### src/rtl/unified_mem_arbiter_pkg.sv
// Shared types and constants for the unified instruction/data memory arbiter.
// Optional round-robin arbitration is selected with UNIFIED_MEM_ARB_RR_EN.
package unified_mem_arbiter_pkg;

    typedef enum logic [1:0] {
        ST_IDLE   = 2'd0,
        ST_ACCESS = 2'd1,
        ST_RESP   = 2'd2
    } state_e;

    typedef enum logic {
        REQ_IF = 1'b0,
        REQ_D  = 1'b1
    } req_id_e;

    localparam int unsigned CNT_W      = 4;
    localparam logic [1:0]  ALIGN_MASK = 2'b11;

    // Word alignment test on the two byte-offset bits.
    function automatic logic is_aligned(input logic [1:0] lsb);
        return (lsb & ALIGN_MASK) == 2'b00;
    endfunction

endpackage

### src/rtl/unified_mem_arbiter_if.sv
// Requester, array and status signals of the unified memory arbiter.
interface unified_mem_arbiter_if #(
    parameter int unsigned ADDR_W = 32,
    parameter int unsigned DATA_W = 32
);
    logic              if_req;
    logic [ADDR_W-1:0] if_addr;
    logic              if_ack;
    logic [DATA_W-1:0] if_rdata;
    logic              if_err;

    logic              d_req;
    logic              d_we;
    logic [ADDR_W-1:0] d_addr;
    logic [DATA_W-1:0] d_wdata;
    logic              d_ack;
    logic [DATA_W-1:0] d_rdata;
    logic              d_err;

    logic              mem_en;
    logic              mem_we;
    logic [ADDR_W-1:0] mem_addr;
    logic [DATA_W-1:0] mem_wdata;
    logic [DATA_W-1:0] mem_rdata;

    logic              busy;

    modport slave (
        input  if_req, if_addr, d_req, d_we, d_addr, d_wdata, mem_rdata,
        output if_ack, if_rdata, if_err, d_ack, d_rdata, d_err,
        output mem_en, mem_we, mem_addr, mem_wdata, busy
    );

    modport master (
        output if_req, if_addr, d_req, d_we, d_addr, d_wdata, mem_rdata,
        input  if_ack, if_rdata, if_err, d_ack, d_rdata, d_err,
        input  mem_en, mem_we, mem_addr, mem_wdata, busy
    );
endinterface

### src/rtl/mem_arb_pick.sv
// Combinational winner select between fetch and data requesters.
// UNIFIED_MEM_ARB_RR_EN selects round-robin; otherwise data has fixed priority.
module mem_arb_pick
    import unified_mem_arbiter_pkg::*;
(
    input  logic    if_req,
    input  logic    d_req,
`ifdef UNIFIED_MEM_ARB_RR_EN
    input  req_id_e last_grant,
`endif
    output logic    grant_c,
    output req_id_e grant_id_c
);

    always_comb begin
        grant_c    = if_req | d_req;
        grant_id_c = REQ_IF;
`ifdef UNIFIED_MEM_ARB_RR_EN
        // On a tie, serve the port that did not win last time.
        if (if_req && d_req) begin
            grant_id_c = (last_grant == REQ_IF) ? REQ_D : REQ_IF;
        end else if (d_req) begin
            grant_id_c = REQ_D;
        end
`else
        if (d_req) begin
            grant_id_c = REQ_D;
        end
`endif
    end

endmodule

### src/rtl/unified_mem_arbiter.sv
// Shares one memory array between fetch and data requesters, one access at a time.
// Define UNIFIED_MEM_ARB_RR_EN for round-robin arbitration (default: data over fetch).
module unified_mem_arbiter
    import unified_mem_arbiter_pkg::*;
#(
    parameter int unsigned ADDR_W      = 32,
    parameter int unsigned DATA_W      = 32,
    parameter int unsigned WAIT_CYCLES = 2
) (
    input  logic                  clk,
    input  logic                  rst,
    unified_mem_arbiter_if.slave  bus
);

    localparam logic [CNT_W-1:0] WAIT_INIT = CNT_W'(WAIT_CYCLES);

    state_e            state_q, state_d;
    logic [CNT_W-1:0]  cnt_q, cnt_d;
    req_id_e           id_q, id_d;
    logic              we_q, we_d;
    logic [ADDR_W-1:0] addr_q, addr_d;
    logic [DATA_W-1:0] wdata_q, wdata_d;
    logic [DATA_W-1:0] rdata_q, rdata_d;
    logic              err_q, err_d;
    logic              mem_en_q, mem_en_d;
    logic              mem_we_q, mem_we_d;
    logic              if_ack_q, if_ack_d;
    logic              d_ack_q, d_ack_d;
    logic              busy_q, busy_d;
    logic              grant_c;
    req_id_e           grant_id_c;
`ifdef UNIFIED_MEM_ARB_RR_EN
    req_id_e           lg_q, lg_d;
`endif

    mem_arb_pick u_pick (
        .if_req     (bus.if_req),
        .d_req      (bus.d_req),
`ifdef UNIFIED_MEM_ARB_RR_EN
        .last_grant (lg_q),
`endif
        .grant_c    (grant_c),
        .grant_id_c (grant_id_c)
    );

    // Next-state, request latch and registered-output computation.
    always_comb begin
        state_d = state_q;
        cnt_d   = cnt_q;
        id_d    = id_q;
        we_d    = we_q;
        addr_d  = addr_q;
        wdata_d = wdata_q;
        rdata_d = rdata_q;
        err_d   = err_q;
`ifdef UNIFIED_MEM_ARB_RR_EN
        lg_d    = lg_q;
`endif

        unique case (state_q)
            ST_IDLE: begin
                if (grant_c) begin
                    id_d = grant_id_c;
`ifdef UNIFIED_MEM_ARB_RR_EN
                    lg_d = grant_id_c;
`endif
                    if (grant_id_c == REQ_D) begin
                        addr_d  = bus.d_addr;
                        we_d    = bus.d_we;
                        wdata_d = bus.d_wdata;
                    end else begin
                        addr_d  = bus.if_addr;
                        we_d    = 1'b0;
                        wdata_d = '0;
                    end
                    // Misaligned requests complete without touching the array.
                    if (is_aligned(addr_d[1:0])) begin
                        state_d = ST_ACCESS;
                        cnt_d   = WAIT_INIT;
                    end else begin
                        state_d = ST_RESP;
                        err_d   = 1'b1;
                        rdata_d = '0;
                    end
                end
            end
            ST_ACCESS: begin
                if (cnt_q == '0) begin
                    state_d = ST_RESP;
                    err_d   = 1'b0;
                    if (!we_q) begin
                        rdata_d = bus.mem_rdata;
                    end
                end else begin
                    cnt_d = cnt_q - CNT_W'(1);
                end
            end
            ST_RESP:  state_d = ST_IDLE;
            default:  state_d = ST_IDLE;
        endcase

        mem_en_d = (state_d == ST_ACCESS);
        mem_we_d = mem_en_d && (cnt_d == '0) && we_d;
        if_ack_d = (state_d == ST_RESP) && (id_d == REQ_IF);
        d_ack_d  = (state_d == ST_RESP) && (id_d == REQ_D);
        busy_d   = (state_d != ST_IDLE);
    end

    always_ff @(posedge clk or posedge rst) begin
        if (rst) begin
            state_q  <= ST_IDLE;
            cnt_q    <= '0;
            id_q     <= REQ_IF;
            we_q     <= 1'b0;
            addr_q   <= '0;
            wdata_q  <= '0;
            rdata_q  <= '0;
            err_q    <= 1'b0;
            mem_en_q <= 1'b0;
            mem_we_q <= 1'b0;
            if_ack_q <= 1'b0;
            d_ack_q  <= 1'b0;
            busy_q   <= 1'b0;
`ifdef UNIFIED_MEM_ARB_RR_EN
            lg_q     <= REQ_IF;
`endif
        end else begin
            state_q  <= state_d;
            cnt_q    <= cnt_d;
            id_q     <= id_d;
            we_q     <= we_d;
            addr_q   <= addr_d;
            wdata_q  <= wdata_d;
            rdata_q  <= rdata_d;
            err_q    <= err_d;
            mem_en_q <= mem_en_d;
            mem_we_q <= mem_we_d;
            if_ack_q <= if_ack_d;
            d_ack_q  <= d_ack_d;
            busy_q   <= busy_d;
`ifdef UNIFIED_MEM_ARB_RR_EN
            lg_q     <= lg_d;
`endif
        end
    end

    assign bus.if_ack    = if_ack_q;
    assign bus.if_rdata  = rdata_q;
    assign bus.if_err    = err_q;
    assign bus.d_ack     = d_ack_q;
    assign bus.d_rdata   = rdata_q;
    assign bus.d_err     = err_q;
    assign bus.mem_en    = mem_en_q;
    assign bus.mem_we    = mem_we_q;
    assign bus.mem_addr  = addr_q;
    assign bus.mem_wdata = wdata_q;
    assign bus.busy      = busy_q;

endmodule
### src/flat_wrapper.sv
// flat-port wrapper written by rule: the top's interface ports become plain ports
module unified_mem_arbiter_flat import unified_mem_arbiter_pkg::*;
#(
    parameter int unsigned ADDR_W      = 32,
    parameter int unsigned DATA_W      = 32,
    parameter int unsigned WAIT_CYCLES = 2
)
  (clk, rst, bus_if_req, bus_if_addr, bus_d_req, bus_d_we, bus_d_addr, bus_d_wdata, bus_mem_rdata, bus_if_ack, bus_if_rdata, bus_if_err, bus_d_ack, bus_d_rdata, bus_d_err, bus_mem_en, bus_mem_we, bus_mem_addr, bus_mem_wdata, bus_busy);
  unified_mem_arbiter_if #(.ADDR_W(ADDR_W), .DATA_W(DATA_W)) bus_i ();
  input  logic clk;
  input  logic rst;
  input wire logic [$bits(bus_i.if_req)-1:0] bus_if_req;
  input wire logic [$bits(bus_i.if_addr)-1:0] bus_if_addr;
  input wire logic [$bits(bus_i.d_req)-1:0] bus_d_req;
  input wire logic [$bits(bus_i.d_we)-1:0] bus_d_we;
  input wire logic [$bits(bus_i.d_addr)-1:0] bus_d_addr;
  input wire logic [$bits(bus_i.d_wdata)-1:0] bus_d_wdata;
  input wire logic [$bits(bus_i.mem_rdata)-1:0] bus_mem_rdata;
  output wire logic [$bits(bus_i.if_ack)-1:0] bus_if_ack;
  output wire logic [$bits(bus_i.if_rdata)-1:0] bus_if_rdata;
  output wire logic [$bits(bus_i.if_err)-1:0] bus_if_err;
  output wire logic [$bits(bus_i.d_ack)-1:0] bus_d_ack;
  output wire logic [$bits(bus_i.d_rdata)-1:0] bus_d_rdata;
  output wire logic [$bits(bus_i.d_err)-1:0] bus_d_err;
  output wire logic [$bits(bus_i.mem_en)-1:0] bus_mem_en;
  output wire logic [$bits(bus_i.mem_we)-1:0] bus_mem_we;
  output wire logic [$bits(bus_i.mem_addr)-1:0] bus_mem_addr;
  output wire logic [$bits(bus_i.mem_wdata)-1:0] bus_mem_wdata;
  output wire logic [$bits(bus_i.busy)-1:0] bus_busy;
  assign bus_i.if_req = bus_if_req;
  assign bus_i.if_addr = bus_if_addr;
  assign bus_i.d_req = bus_d_req;
  assign bus_i.d_we = bus_d_we;
  assign bus_i.d_addr = bus_d_addr;
  assign bus_i.d_wdata = bus_d_wdata;
  assign bus_i.mem_rdata = bus_mem_rdata;
  assign bus_if_ack = bus_i.if_ack;
  assign bus_if_rdata = bus_i.if_rdata;
  assign bus_if_err = bus_i.if_err;
  assign bus_d_ack = bus_i.d_ack;
  assign bus_d_rdata = bus_i.d_rdata;
  assign bus_d_err = bus_i.d_err;
  assign bus_mem_en = bus_i.mem_en;
  assign bus_mem_we = bus_i.mem_we;
  assign bus_mem_addr = bus_i.mem_addr;
  assign bus_mem_wdata = bus_i.mem_wdata;
  assign bus_busy = bus_i.busy;
  unified_mem_arbiter #(.ADDR_W(ADDR_W), .DATA_W(DATA_W), .WAIT_CYCLES(WAIT_CYCLES)) u_core (.clk(clk), .rst(rst), .bus(bus_i));
endmodule
### config.mk
export PLATFORM = sky130hd
export DESIGN_NAME = unified_mem_arbiter_flat
export DESIGN_NICKNAME = d
export VERILOG_FILES = /design/src/rtl/unified_mem_arbiter_pkg.sv /design/src/rtl/unified_mem_arbiter_if.sv /design/src/rtl/mem_arb_pick.sv /design/src/rtl/unified_mem_arbiter.sv /design/src/flat_wrapper.sv
export SDC_FILE = /design/constraint.sdc
export NUM_CORES = 1
export LEC_CHECK = 0
export ABC_CLOCK_PERIOD_IN_PS = 4600
export CORE_ASPECT_RATIO = 0.8
export CORE_MARGIN = 5
export CORE_UTILIZATION = 39
export DETAILED_ROUTE_END_ITERATION = 12
export PLACE_DENSITY = 0.91
export REMOVE_ABC_BUFFERS = 1
export SKIP_CTS_REPAIR_TIMING = 1
export SLEW_MARGIN = 30
export SYNTH_ARGS = -nofsm -noshare
export SYNTH_HDL_FRONTEND = slang
export SYNTH_HIERARCHICAL = 1
export SYNTH_SLANG_ARGS = --single-unit
### constraint.sdc
create_clock -name clk -period 4.6 [get_ports clk]
set_input_delay 0.46 -clock clk [delete_from_list [all_inputs] [get_ports clk]]
set_output_delay 0.46 -clock clk [all_outputs]
set_load 0.02 [all_outputs]
* Yosys cells after proc, flatten, opt, wreduce, memory -nomap -nowiden
Cells that the tools add are included. W data, S select, Z words.
Storage, ports and cells: flip-flop bits (word level) 110, bits of input ports 133
Cells by class: add/sub/neg operators 1, eq/ne operators 7, multiplexer cells 27, bitwise logic cells 2, reduce and logical (&&, ||, !) cells 13
Operators with widths (number):
- $mux W32 | 8
- $pmux W32 S2 | 1
- $mux W4 | 3
- $mux W1 | 9
- $logic_not A4 Y1 | 2
- $pmux W4 S2 | 1
- $mux W2 | 3
- $reduce_and A5 Y1 | 1
- $eq A2 B1 Y1 const B | 2
- $logic_and A1 B1 Y1 | 4
- $logic_not A2 Y1 | 2
- $ne A2 B1 Y1 const B | 2
- $ne A2 B2 Y1 const B | 2
- $pmux W2 S2 | 1
- $reduce_and A4 Y1 | 1
- $reduce_bool A2 Y1 | 2
- $sub A4 B1 Y4 const B | 1
- $eq A2 B2 Y1 const B | 1
- $pmux W1 S2 | 1
- $reduce_and A2 Y1 | 1
- $not A1 Y1 | 1
- $or A1 B1 Y1 | 1

* Logic depth before layout (Yosys ltp)
Gate-level depths: netlist of run 1.
depth in word-level cells 11, gate-level depth with buffers 8

* By module
Netlist of run 1, hierarchy kept.
By module, submodules not included:
- unified_mem_arbiter | instances 1, cells an instance 443, area an instance 4712.0 sq um, seq. area each 2752.6 sq um
- mem_arb_pick | instances 1, cells an instance 2, area an instance 13.8 sq um, seq. area each 0.0 sq um

* Worst setup path before layout of run 1
OpenSTA, ideal clock, no wires.
kind register to register, start reg u_core.cnt_q[0], end reg u_core.rdata_q[0], in the netlist u_core/bus.d_rdata[0], library setup time 121 ps, arrival 1693 ps, required time 4479 ps, setup slack 2786 ps, stages on the path, launching flop included 9, path through dfrtp_1 inv_1 ha_1 or3b_1 buf_2 nor3_4 nor2_2 buf_6 a22o_1
Between the ends: cells in the longest elaborated chain, start to end 3
RTL lines:
- start: declaration | RTL line unified_mem_arbiter.sv:18 | logic [CNT_W-1:0] cnt_q, cnt_d;
- start signal: assignment | RTL line unified_mem_arbiter.sv:129 | cnt_q <= cnt_d;
- $logic_not A4 Y1 | RTL line unified_mem_arbiter.sv:88 | if (cnt_q == '0) begin
- $ne A2 B1 Y1 (no source line)
- $reduce_and A5 Y1 (no source line)
- end signal: assignment | RTL line unified_mem_arbiter.sv:134 | rdata_q <= rdata_d;
- end: declaration | RTL line unified_mem_arbiter.sv:23 | logic [DATA_W-1:0] rdata_q, rdata_d;
Every way passes these cells. A chain may end at the register's enable or synchronous reset.

* Final worst setup path of run 1
start reg u_core.cnt_q[0], end reg u_core.rdata_q[4], in the netlist u_core/bus.d_rdata[4]
The elaborated chain is that of the path after synthesis.

==> results.py, run 1 <==
metrics = {
    "clocking": {
        "clock-sinks": 110,
        "clockBufferDepth": 2,
        "clockRootBuffer": "clkbuf_16",
        "clock_latency_ns": 0.33,
        "cts_made_buffers": 9,
        "clk_pin_slew_ns": 0.07,
        "htree_levels": 3,
        "cts_tree": "yes",
    },
    "routing": {
        "route.vias.total": 4071,
        "wl_mm": 14.4,
        "drc": 0,
        "drt_pass1_iterations": 5,
        "routedWlPerCell_um": 17.5,
        "vias_per_cell": 4.94,
        "ant_nets": 0,
        "dr.first_iter.drc_count": 235,
    },
    "worst_setup_path": {
        "critPathMaxFanout": 32,
        "critPathTopFamily": "simple AND/OR/NAND/NOR gates",
        "critPathCapture": "u_core/bus.d_rdata[4]$_DFFE_PP0P_",
        "required_ns": 4.82,
        "crit_cells": 7,
        "worst-path-buf-inv": 2,
        "path_cells": "inv_1 > ha_1 > or3b_1 > nor3_4 > nor2_2 > buf_4 > a22o_1",
        "critPathSlowestCell": "nor3_4",
        "critPathKind": "reg2reg",
        "reg2reg_to": "u_core/bus.d_rdata[4]$_DFFE_PP0P_",
        "r2r-start": "u_core/cnt_q[0]$_DFF_PP0_",
        "worstRegToRegCells": 7,
        "r2r_slack_ns": 2.15,
        "cp-start-kind": "flop",
        "end_kind": "flop",
        "cp.arrival_ns": 2.66,
        "cpPeakStageDelay_ns": 0.55,
        "crit_start": "u_core/cnt_q[0]$_DFF_PP0_",
    },
    "sta": {
        "drv_slew": 0,
        "min_period_over_period_pct": 53.2,
        "setup_tns_ns": 0,
        "maxSlewHeadroom_pct": 39.3,
        "worst_hold_slack_ns": 0.470,
        "setup_viol": 0,
        "hold_violations": 0,
        "timing.fmax_mhz": 408,
        "rsz0062_at_grt": "no",
        "finalCriticalPeriod_ns": 2.45,
        "skew_ns": 0.00670,
        "tightestPinTransition_ns": 0.911,
    },
    "synth": {
        "ys_types": 33,
        "ys_warn_count": 6,
        "synth-seq-area-share_pct": 58.2,
        "netlist_area_um2": 4730,
        "ys_ff_latch": 110,
        "avgSynthCellArea_um2": 10.6,
        "syn_inst": 445,
        "synth_area_leader_cell": "dfrtp_1",
        "synth_top_area_share_pct": 58.2,
        "synth_area_leaders": "dfrtp_1 (58%), nand2_1 (8.4%), mux2i_1 (6.8%)",
    },
    "power": {
        "power_density_nw_per_um2": 638,
        "clockPowerShare_pct": 15.7,
        "switchingPower_uw": 1940,
        "max-vdd-ir-drop_v": 0.000317,
        "comb_power_share_pct": 50.3,
        "p_sw_share_pct": 40.3,
        "power_leakage_uw": 0.00341,
        "pwr-share-seq_pct": 34.0,
        "power.internal_uw": 2880,
    },
    "place": {
        "gp_congestion": 0.852,
        "io_buffers": 267,
        "dp_hpwl_mm": 10.8,
    },
    "die": {
        "core_area_um2": 12000,
        "die_area_um2": 14400,
        "row_count": 36,
        "fp.dieW_um": 133,
        "initial_core_util_pct": 39.3,
        "io_pins": 268,
        "fp.dieH_um": 108,
    },
    "global_routing": {
        "grt_max_degree": 83,
        "grt_antenna_before_repair": 1,
        "busiest_layer": "met2",
        "met2_usage_pct": 34.0,
        "gr-usage-all-layers_pct": 19.6,
        "grt_pass1_vias": 4332,
        "met1_usage_pct": 24.6,
        "grt_pass1_wl_mm": 22.9,
        "overflow": 0,
        "met3_usage_pct": 4.65,
    },
    "outcome": {
        "status": "complete, no violations",
    },
    "final_layout": {
        "drive_gt1_share_pct": 4.47,
        "syn2layout_area_growth_pct": 59.8,
        "nets": 800,
    },
    "run": {
        "maxCapViolCount": 0,
    },
    "worst_hold_path": {
        "min_path_type": "reg2reg",
    },
}
cell usage after synthesis:
| master | n |
|---|---|
| a22o_1 | 32 |
| a31o_2 | 1 |
| a31oi_1 | 1 |
| and3_1 | 1 |
| buf_2 | 8 |
| buf_4 | 34 |
| buf_6 | 3 |
| clkbuf_1 | 18 |
| dfrtp_1 | 110 |
| ha_1 | 1 |
| inv_1 | 4 |
| mux2i_1 | 32 |
| nand2_1 | 106 |
| nand2b_1 | 2 |
| nand3_1 | 34 |
| nand4_1 | 1 |
| nor2_1 | 3 |
| nor2_2 | 1 |
| nor2b_1 | 3 |
| nor3_1 | 1 |
| nor3_2 | 1 |
| nor3_4 | 1 |
| nor3b_1 | 2 |
| nor3b_2 | 1 |
| nor4_1 | 1 |
| nor4b_1 | 1 |
| o211a_1 | 1 |
| o211ai_1 | 1 |
| o21ai_0 | 35 |
| o21ai_1 | 1 |
| o31a_1 | 1 |
| or2_1 | 1 |
| or3b_1 | 2 |
worst min path at each step:
| stage | cells after the start | slack [ns] | to | from |
|---|---|---|---|---|
| finish | 2 | 0.47 | u_core/bus.mem_wdata[22]$_DFFE_PP0P_ | u_core/bus.mem_wdata[22]$_DFFE_PP0P_ |
| global route | 2 | 0.48 | u_core/bus.mem_wdata[1]$_DFFE_PP0P_ | u_core/bus.mem_wdata[1]$_DFFE_PP0P_ |
| CTS | 2 | 0.48 | u_core/bus.mem_wdata[21]$_DFFE_PP0P_ | u_core/bus.mem_wdata[21]$_DFFE_PP0P_ |
| detailed placement | 2 | 0.46 | u_core/bus.mem_wdata[21]$_DFFE_PP0P_ | u_core/bus.mem_wdata[21]$_DFFE_PP0P_ |
| global placement | 2 | 0.45 | u_core/bus.mem_wdata[24]$_DFFE_PP0P_ | u_core/bus.mem_wdata[24]$_DFFE_PP0P_ |
| floorplan | 2 | 0.45 | u_core/id_q$_DFF_PP0_ | u_core/id_q$_DFF_PP0_ |
flip-flops by register name, summed over array words and instances, names as in the netlist, 2 cells and up:
signal / count
u_core/bus.mem_wdata: 32
u_core/state_q: 2
u_core/bus.mem_addr: 32
u_core/cnt_q: 4
u_core/bus.d_rdata: 32
power by group through the flow:
stage,logic (uW),clock network [uW],registers (uW)
2_1_floorplan,600,0,2160
3_3_place_gp,2360,0,1630
6_report,2420,757,1640
4_1_cts,2450,775,1640
5_1_grt,2590,816,1700
3_5_place_dp,2440,0,1640
tightest hold or removal path, cell delays in order (launching register included):
cell and delay [ns]:
dfrtp_1 0.34, nand2_1 0.05, nand2_1 0.05
stage by stage:
stage | utilization [%] | instance area [um2] | total power (uW) | std cells | worst slack (ns)
2_1_floorplan | - | 4330 | 2760 | 382 | 1.20
3_3_place_gp | 60.2 | 7240 | 3980 | 806 | 1.96
3_5_place_dp | 60.3 | 7250 | 4090 | 807 | 1.94
4_1_cts | 62.7 | 7550 | 4860 | 823 | 2.18
5_1_grt | 62.8 | 7550 | 5100 | 824 | 1.98
6_report | 62.8 | 7550 | 4820 | 824 | 2.15
layer usage:
metal,vias up,routed length (um)
met5,-,0
met1,1961,5770
li1,1920,-
met2,170,7470
met3,20,871
met4,0,266
cell families after synthesis:
logic type | Yosys count | synth area share [%]
buf+inv | 67 | 8.71
flops | 110 | 58.2
mux | 32 | 6.78
compound gates | 73 | 10.6
simple gates | 162 | 15.4
fa+ha+maj | 1 | 0.265
cells in the final DEF (no fill, tap or decap), types with 2 or more instances in the layout:
master           count
clkbuf_8             3
nand3_1             34
o21ai_0             35
nand2_1            106
clkinvlp_4           2
a22o_1              32
nor3b_1              2
buf_4                5
clkbuf_16            9
dfrtp_1            110
clkdlybuf4s50_1    266
nor2b_1              3
nand2b_1             2
inv_1                3
mux2i_1             32
nor2_1               3
inv_6                2
cell type report:
class | instances | area, um2
multi-input combinational | 268 | 1570
clock buffer | 12 | 267
clock inverter | 4 | 28.8
antenna | 1 | 2.50
sequential | 110 | 2750
inverter | 4 | 20.0
timing repair buffer | 273 | 2720
tap | 152 | 190
fill | 926 | 4480
(Power assumes the default switching activity.)
==> run 2, diff against run 1 <==
--- a/config.mk
+++ b/config.mk
@@ -5,7 +5,7 @@
 export SDC_FILE = /design/constraint.sdc
 export NUM_CORES = 1
 export LEC_CHECK = 0
-export ABC_CLOCK_PERIOD_IN_PS = 4600
+export ABC_CLOCK_PERIOD_IN_PS = 2360
 export CORE_ASPECT_RATIO = 0.8
 export CORE_MARGIN = 5
 export CORE_UTILIZATION = 39
==> constraint.sdc (replaced) <==
create_clock -name clk -period 2.36 [get_ports clk]
set_input_delay 0.236 -clock clk [delete_from_list [all_inputs] [get_ports clk]]
set_output_delay 0.236 -clock clk [all_outputs]
set_load 0.02 [all_outputs]
==> run 2 against run 1 <==
  * Combinational power grew 96%
  * Largest cell class unchanged
  * Sequential power grew 95%
  * Global-route usage grew 0.60 points
  * Die area is the same
  * Count of clock-buffer cells in the layout shrank 2
  * Final cell count shrank 0.12%
  * Routed wire length grew 3.3%
  * Utilization shrank 0.083 points
==> results.py, run 2 (synthesis results as in run 1) <==
metrics = {
    "outcome": {
        "status": "complete, no violations",
    },
    "worst_setup_path": {
        "critPathTopFamily": "simple AND/OR/NAND/NOR gates",
        "r2r_slack_ns": 0.30,
        "path_cells": "inv_1 > ha_1 > or3b_1 > nor3_4 > buf_4 > a22o_1",
        "worstRegToRegCells": 6,
        "critPathMaxFanout": 32,
        "r2r-start": "u_core/cnt_q[0]$_DFF_PP0_",
        "cpPeakStageDelay_ns": 0.48,
        "critPathSlowestCell": "or3b_1",
        "cp-start-kind": "flop",
        "critPathKind": "reg2reg",
        "crit_start": "u_core/cnt_q[0]$_DFF_PP0_",
        "reg2reg_to": "u_core/bus.d_rdata[24]$_DFFE_PP0P_",
        "end_kind": "flop",
        "required_ns": 2.63,
        "worst-path-buf-inv": 2,
        "cp.arrival_ns": 2.33,
    },
    "clocking": {
        "clockBufferDepth": 2,
        "cts_made_buffers": 9,
        "clockRootBuffer": "clkbuf_16",
        "clock_latency_ns": 0.34,
        "clock-sinks": 110,
        "cts_tree": "yes",
        "clk_pin_slew_ns": 0.07,
        "htree_levels": 3,
    },
    "routing": {
        "route.vias.total": 4084,
        "met1_length_mm": 5.90,
        "route.met3.wl_um": 870,
        "drc": 0,
        "dr.first_iter.drc_count": 226,
        "ant_nets": 0,
        "vias_per_cell": 4.96,
        "wl_mm": 14.9,
        "top_layer_used": "met4",
        "drt_pass1_iterations": 6,
        "routedWlPerCell_um": 18.0,
        "wl_met2_mm": 7.70,
    },
    "sta": {
        "min_period_over_period_pct": 87.5,
        "setup_viol": 0,
        "tightestPinTransition_ns": 0.889,
        "worst_hold_slack_ns": 0.326,
        "fin_ws_ns": 0.295,
        "setup_tns_ns": 0,
        "maxSlewHeadroom_pct": 40.7,
        "rsz0062_at_grt": "no",
        "skew_ns": 0.00830,
        "hold_violations": 0,
        "finalCriticalPeriod_ns": 2.06,
        "timing.fmax_mhz": 484,
        "drv_slew": 0,
    },
    "run": {
        "maxCapViolCount": 0,
    },
    "global_routing": {
        "gr-usage-all-layers_pct": 20.2,
        "grt_antenna_before_repair": 0,
        "grt_max_degree": 111,
        "overflow": 0,
        "grt_pass1_wl_mm": 23.2,
        "grt_pass1_vias": 4472,
    },
    "final_layout": {
        "insertedDiodeCount": 0,
        "drive_gt1_share_pct": 4.32,
        "syn2layout_area_growth_pct": 59.6,
        "fin_area_um2": 7540,
        "nets": 800,
        "final_common_cell": "clkdlybuf4s50_1",
        "fillers": 937,
        "layout_common_cells": "clkdlybuf4s50_1 (266), dfrtp_1 (110), nand2_1 (106), o21ai_0 (35), nand3_1 (34)",
    },
    "place": {
        "dpl_cell_area_um2": 7270,
        "pre_cts_ws_ns": 0.206,
        "gp_congestion": 0.875,
        "dp_hpwl_mm": 11.0,
        "io_buffers": 267,
    },
    "worst_hold_path": {
        "min_delay_worst_endpoint": "u_core/bus.mem_addr[1]$_DFFE_PP0P_",
        "min_path_type": "in2reg",
        "hp-start": "bus_d_req",
        "hold_path_depth": 3,
    },
    "die": {
        "fp.dieW_um": 133,
        "fp.dieH_um": 108,
        "initial_core_util_pct": 39.3,
        "io_pins": 268,
        "row_count": 36,
        "die_area_um2": 14400,
        "core_area_um2": 12000,
    },
    "power": {
        "power_leakage_uw": 0.00341,
        "max-vdd-ir-drop_v": 0.000753,
        "power_density_nw_per_um2": 1240,
    },
}
==> run 2: where the power goes <==
group	internal, uW	switching (uW)
clock	714	686
combinational	2160	2600
sequential	2660	523
total	5540	3810
==> run 2: worst max path at each step <==
| stage | end | slack [ns] | cells past startpoint |
|---|---|---|---|
| 2_1_floorplan | u_core/bus.d_rdata[0]$_DFFE_PP0P_ | -0.81 | 5 |
| 3_3_place_gp | u_core/bus.d_rdata[25]$_DFFE_PP0P_ | -0.06 | 6 |
| 3_5_place_dp | u_core/bus.d_rdata[29]$_DFFE_PP0P_ | 0.21 | 6 |
| 4_1_cts | u_core/bus.d_rdata[24]$_DFFE_PP0P_ | 0.32 | 6 |
| 5_1_grt | u_core/bus.d_rdata[24]$_DFFE_PP0P_ | 0.19 | 6 |
| 6_report | u_core/bus.d_rdata[24]$_DFFE_PP0P_ | 0.30 | 6 |
==> run 2: worst register-to-register path: cells and delay by family (launching register included) <==
| kind | cells | cell delay [ns] |
|---|---|---|
| flip-flops | 1 | 0.43 |
| AND/OR/NAND/NOR | 2 | 0.69 |
| AO/OA/AOI/OAI | 1 | 0.24 |
| buffers and inverters | 2 | 0.46 |
| adder cells (fa/ha/maj) | 1 | 0.19 |
==> run 2: per-layer routing <==
metal	vias to the layer above	global-route usage [%]
met5	-	0
met4	0	8.09
met3	35	5.07
met2	168	35.2
met1	1964	24.2
li1	1917	-
==> run 2: cell type report <==
cell class	instances	area, um2	area share [%]
inverter	4	17.5	0.232
sequential	110	2750	36.5
timing repair buffer	273	2740	36.3
tap	152	190	2.52
clock inverter	6	38.8	0.514
clock buffer	10	229	3.04
multi-input combinational	268	1580	20.9
==> run 2: through the flow <==
step,util (%),instances,power [uW]
floorplan,-,382,5380
global placement,60.4,807,7790
detailed placement,60.5,807,7990
CTS,62.7,823,9420
global route,62.7,823,9890
finish,62.7,823,9340
==> run 3, diff against run 2 <==
--- a/config.mk
+++ b/config.mk
@@ -10,7 +10,7 @@
 export CORE_MARGIN = 5
 export CORE_UTILIZATION = 39
 export DETAILED_ROUTE_END_ITERATION = 12
-export PLACE_DENSITY = 0.91
+export PLACE_DENSITY = 0.79
 export REMOVE_ABC_BUFFERS = 1
 export SKIP_CTS_REPAIR_TIMING = 1
 export SLEW_MARGIN = 30
==> run 3 against run 2 <==
  * Setup slack better by 0.054 ns
  * Design area grew 0.83%
  * Utilization rose by 0.52 points
  * Register-to-register slack better by 0.05 ns
  * Routed wire length down 8.0%
  * Via count down 1.7%
  * Global-route usage shrank 1.7 points
  * Non-clock buffer count is 4 higher
==> results.py, run 3 (synthesis results as in run 1) <==
metrics = {
    "worst_setup_path": {
        "critPathCapture": "u_core/bus.d_rdata[17]$_DFFE_PP0P_",
        "end_kind": "flop",
        "critPathKind": "reg2reg",
        "cp-start-kind": "flop",
        "critPathMaxFanout": 32,
        "reg2reg_to": "u_core/bus.d_rdata[17]$_DFFE_PP0P_",
        "crit_start": "u_core/cnt_q[0]$_DFF_PP0_",
        "required_ns": 2.62,
        "r2r-start": "u_core/cnt_q[0]$_DFF_PP0_",
        "cp.arrival_ns": 2.28,
        "r2r_slack_ns": 0.35,
        "worstRegToRegCells": 6,
    },
    "clocking": {
        "clockBufferDepth": 2,
        "htree_levels": 3,
        "cts_made_buffers": 9,
        "clockRootBuffer": "clkbuf_16",
        "clk_pin_slew_ns": 0.07,
        "cts_tree": "yes",
        "clock_latency_ns": 0.33,
        "clock-sinks": 110,
    },
    "global_routing": {
        "met3_usage_pct": 5.49,
        "grt_pass1_wl_mm": 21.4,
        "met1_usage_pct": 22.5,
        "busiest_layer": "met2",
        "met2_usage_pct": 32.2,
        "overflow": 0,
        "grt_pass1_vias": 4178,
        "grt_antenna_before_repair": 0,
        "gr-usage-all-layers_pct": 18.6,
        "grt_max_degree": 100,
    },
    "place": {
        "gp_congestion": 0.827,
        "io_buffers": 267,
        "dp_hpwl_mm": 10.5,
    },
    "routing": {
        "route.vias.total": 4013,
        "wl_mm": 13.7,
        "drt_pass1_iterations": 6,
        "ant_nets": 0,
        "vias_per_cell": 4.86,
        "dr.first_iter.drc_count": 241,
        "routedWlPerCell_um": 16.5,
        "drc": 0,
    },
    "sta": {
        "hold_violations": 0,
        "tightestPinTransition_ns": 0.910,
        "drv_slew": 0,
        "timing.fmax_mhz": 497,
        "setup_tns_ns": 0,
        "maxSlewHeadroom_pct": 39.3,
        "worst_hold_slack_ns": 0.297,
        "setup_viol": 0,
        "min_period_over_period_pct": 85.2,
        "finalCriticalPeriod_ns": 2.01,
        "rsz0062_at_grt": "no",
        "skew_ns": 0.00409,
    },
    "final_layout": {
        "final_common_cell": "clkdlybuf4s50_1",
        "insertedDiodeCount": 0,
        "syn2layout_area_growth_pct": 60.9,
        "layout_common_cells": "clkdlybuf4s50_1 (266), dfrtp_1 (110), nand2_1 (106), o21ai_0 (35), nand3_1 (34)",
        "postLayoutCoreUtil_pct": 63.2,
        "drive_gt1_share_pct": 4.75,
        "nets": 804,
    },
    "power": {
        "power_leakage_uw": 0.00345,
        "power_density_nw_per_um2": 1240,
        "max-vdd-ir-drop_v": 0.000492,
    },
    "worst_hold_path": {
        "min_path_type": "in2async",
    },
    "die": {
        "core_area_um2": 12000,
        "fp.dieW_um": 133,
        "fp.dieH_um": 108,
        "row_count": 36,
        "initial_core_util_pct": 39.3,
        "die_area_um2": 14400,
        "io_pins": 268,
    },
    "run": {
        "maxCapViolCount": 0,
    },
    "outcome": {
        "status": "complete, no violations",
    },
}
## run 3: cell types whose count changed in the layout (fill, tap and decap cells not counted), sizes merged
| cell | change |
|---|---|
| bufinv | +1 |
| buf | +4 |
| clkinv | -2 |
| clkinvlp | -2 |
| clkbuf | +2 |
## run 3: critical path, stage by stage (launching register included)
cell and delay [ns]:
dfrtp_1 0.43, inv_1 0.08, ha_1 0.18, or3b_1 0.47, nor3_4 0.21, buf_4 0.36, a22o_1 0.20
## run 3: worst min-delay path by stage
| stage | from | end | cells after the start |
|---|---|---|---|
| final | rst | u_core/bus.d_rdata[4]$_DFFE_PP0P_ | 2 |
| after global routing | rst | u_core/bus.mem_wdata[7]$_DFFE_PP0P_ | 2 |
| after CTS | rst | u_core/bus.d_rdata[4]$_DFFE_PP0P_ | 2 |
| after detailed placement | u_core/bus.mem_wdata[6]$_DFFE_PP0P_ | u_core/bus.mem_wdata[6]$_DFFE_PP0P_ | 2 |
| after global placement | u_core/bus.mem_wdata[18]$_DFFE_PP0P_ | u_core/bus.mem_wdata[18]$_DFFE_PP0P_ | 2 |
| after floorplan | bus_d_req | u_core/bus.mem_wdata[0]$_DFFE_PP0P_ | 2 |
## run 3: where the power goes
part	total [uW]	switching [uW]	internal, uW
combinational	4730	2550	2180
sequential	3160	496	2660
clock	1510	633	876
## run 3: per-stage QoR
| stage | std cells | setup WS (ns) | cell area [um2] | total power [uW] |
|---|---|---|---|---|
| final | 826 | 0.349 | 7600 | 9400 |
| after global routing | 826 | 0.193 | 7600 | 9980 |
| after CTS | 826 | 0.357 | 7600 | 9500 |
| after detailed placement | 811 | 0.275 | 7300 | 7970 |
| after global placement | 811 | -0.0619 | 7300 | 7840 |
| after floorplan | 382 | -0.813 | 4330 | 5380 |
## run 3: metal layers
metal  share of wire [%]  wire, um  up-vias
met5                   0         0        -
met4                 1.7       239        0
met3                 6.2       847       19
met2                  53      7210      126
met1                  39      5370     1943
li1                    -         -     1925
## run 3: cell type report
type | instances | area (um2)
Timing Repair Buffer | 277 | 2770
Inverter | 4 | 17.5
Tap cell | 152 | 190
Clock inverter | 3 | 43.8
Sequential cell | 110 | 2750
Clock buffer | 12 | 256
Fill cell | 990 | 4420
Multi-Input combinational cell | 268 | 1580
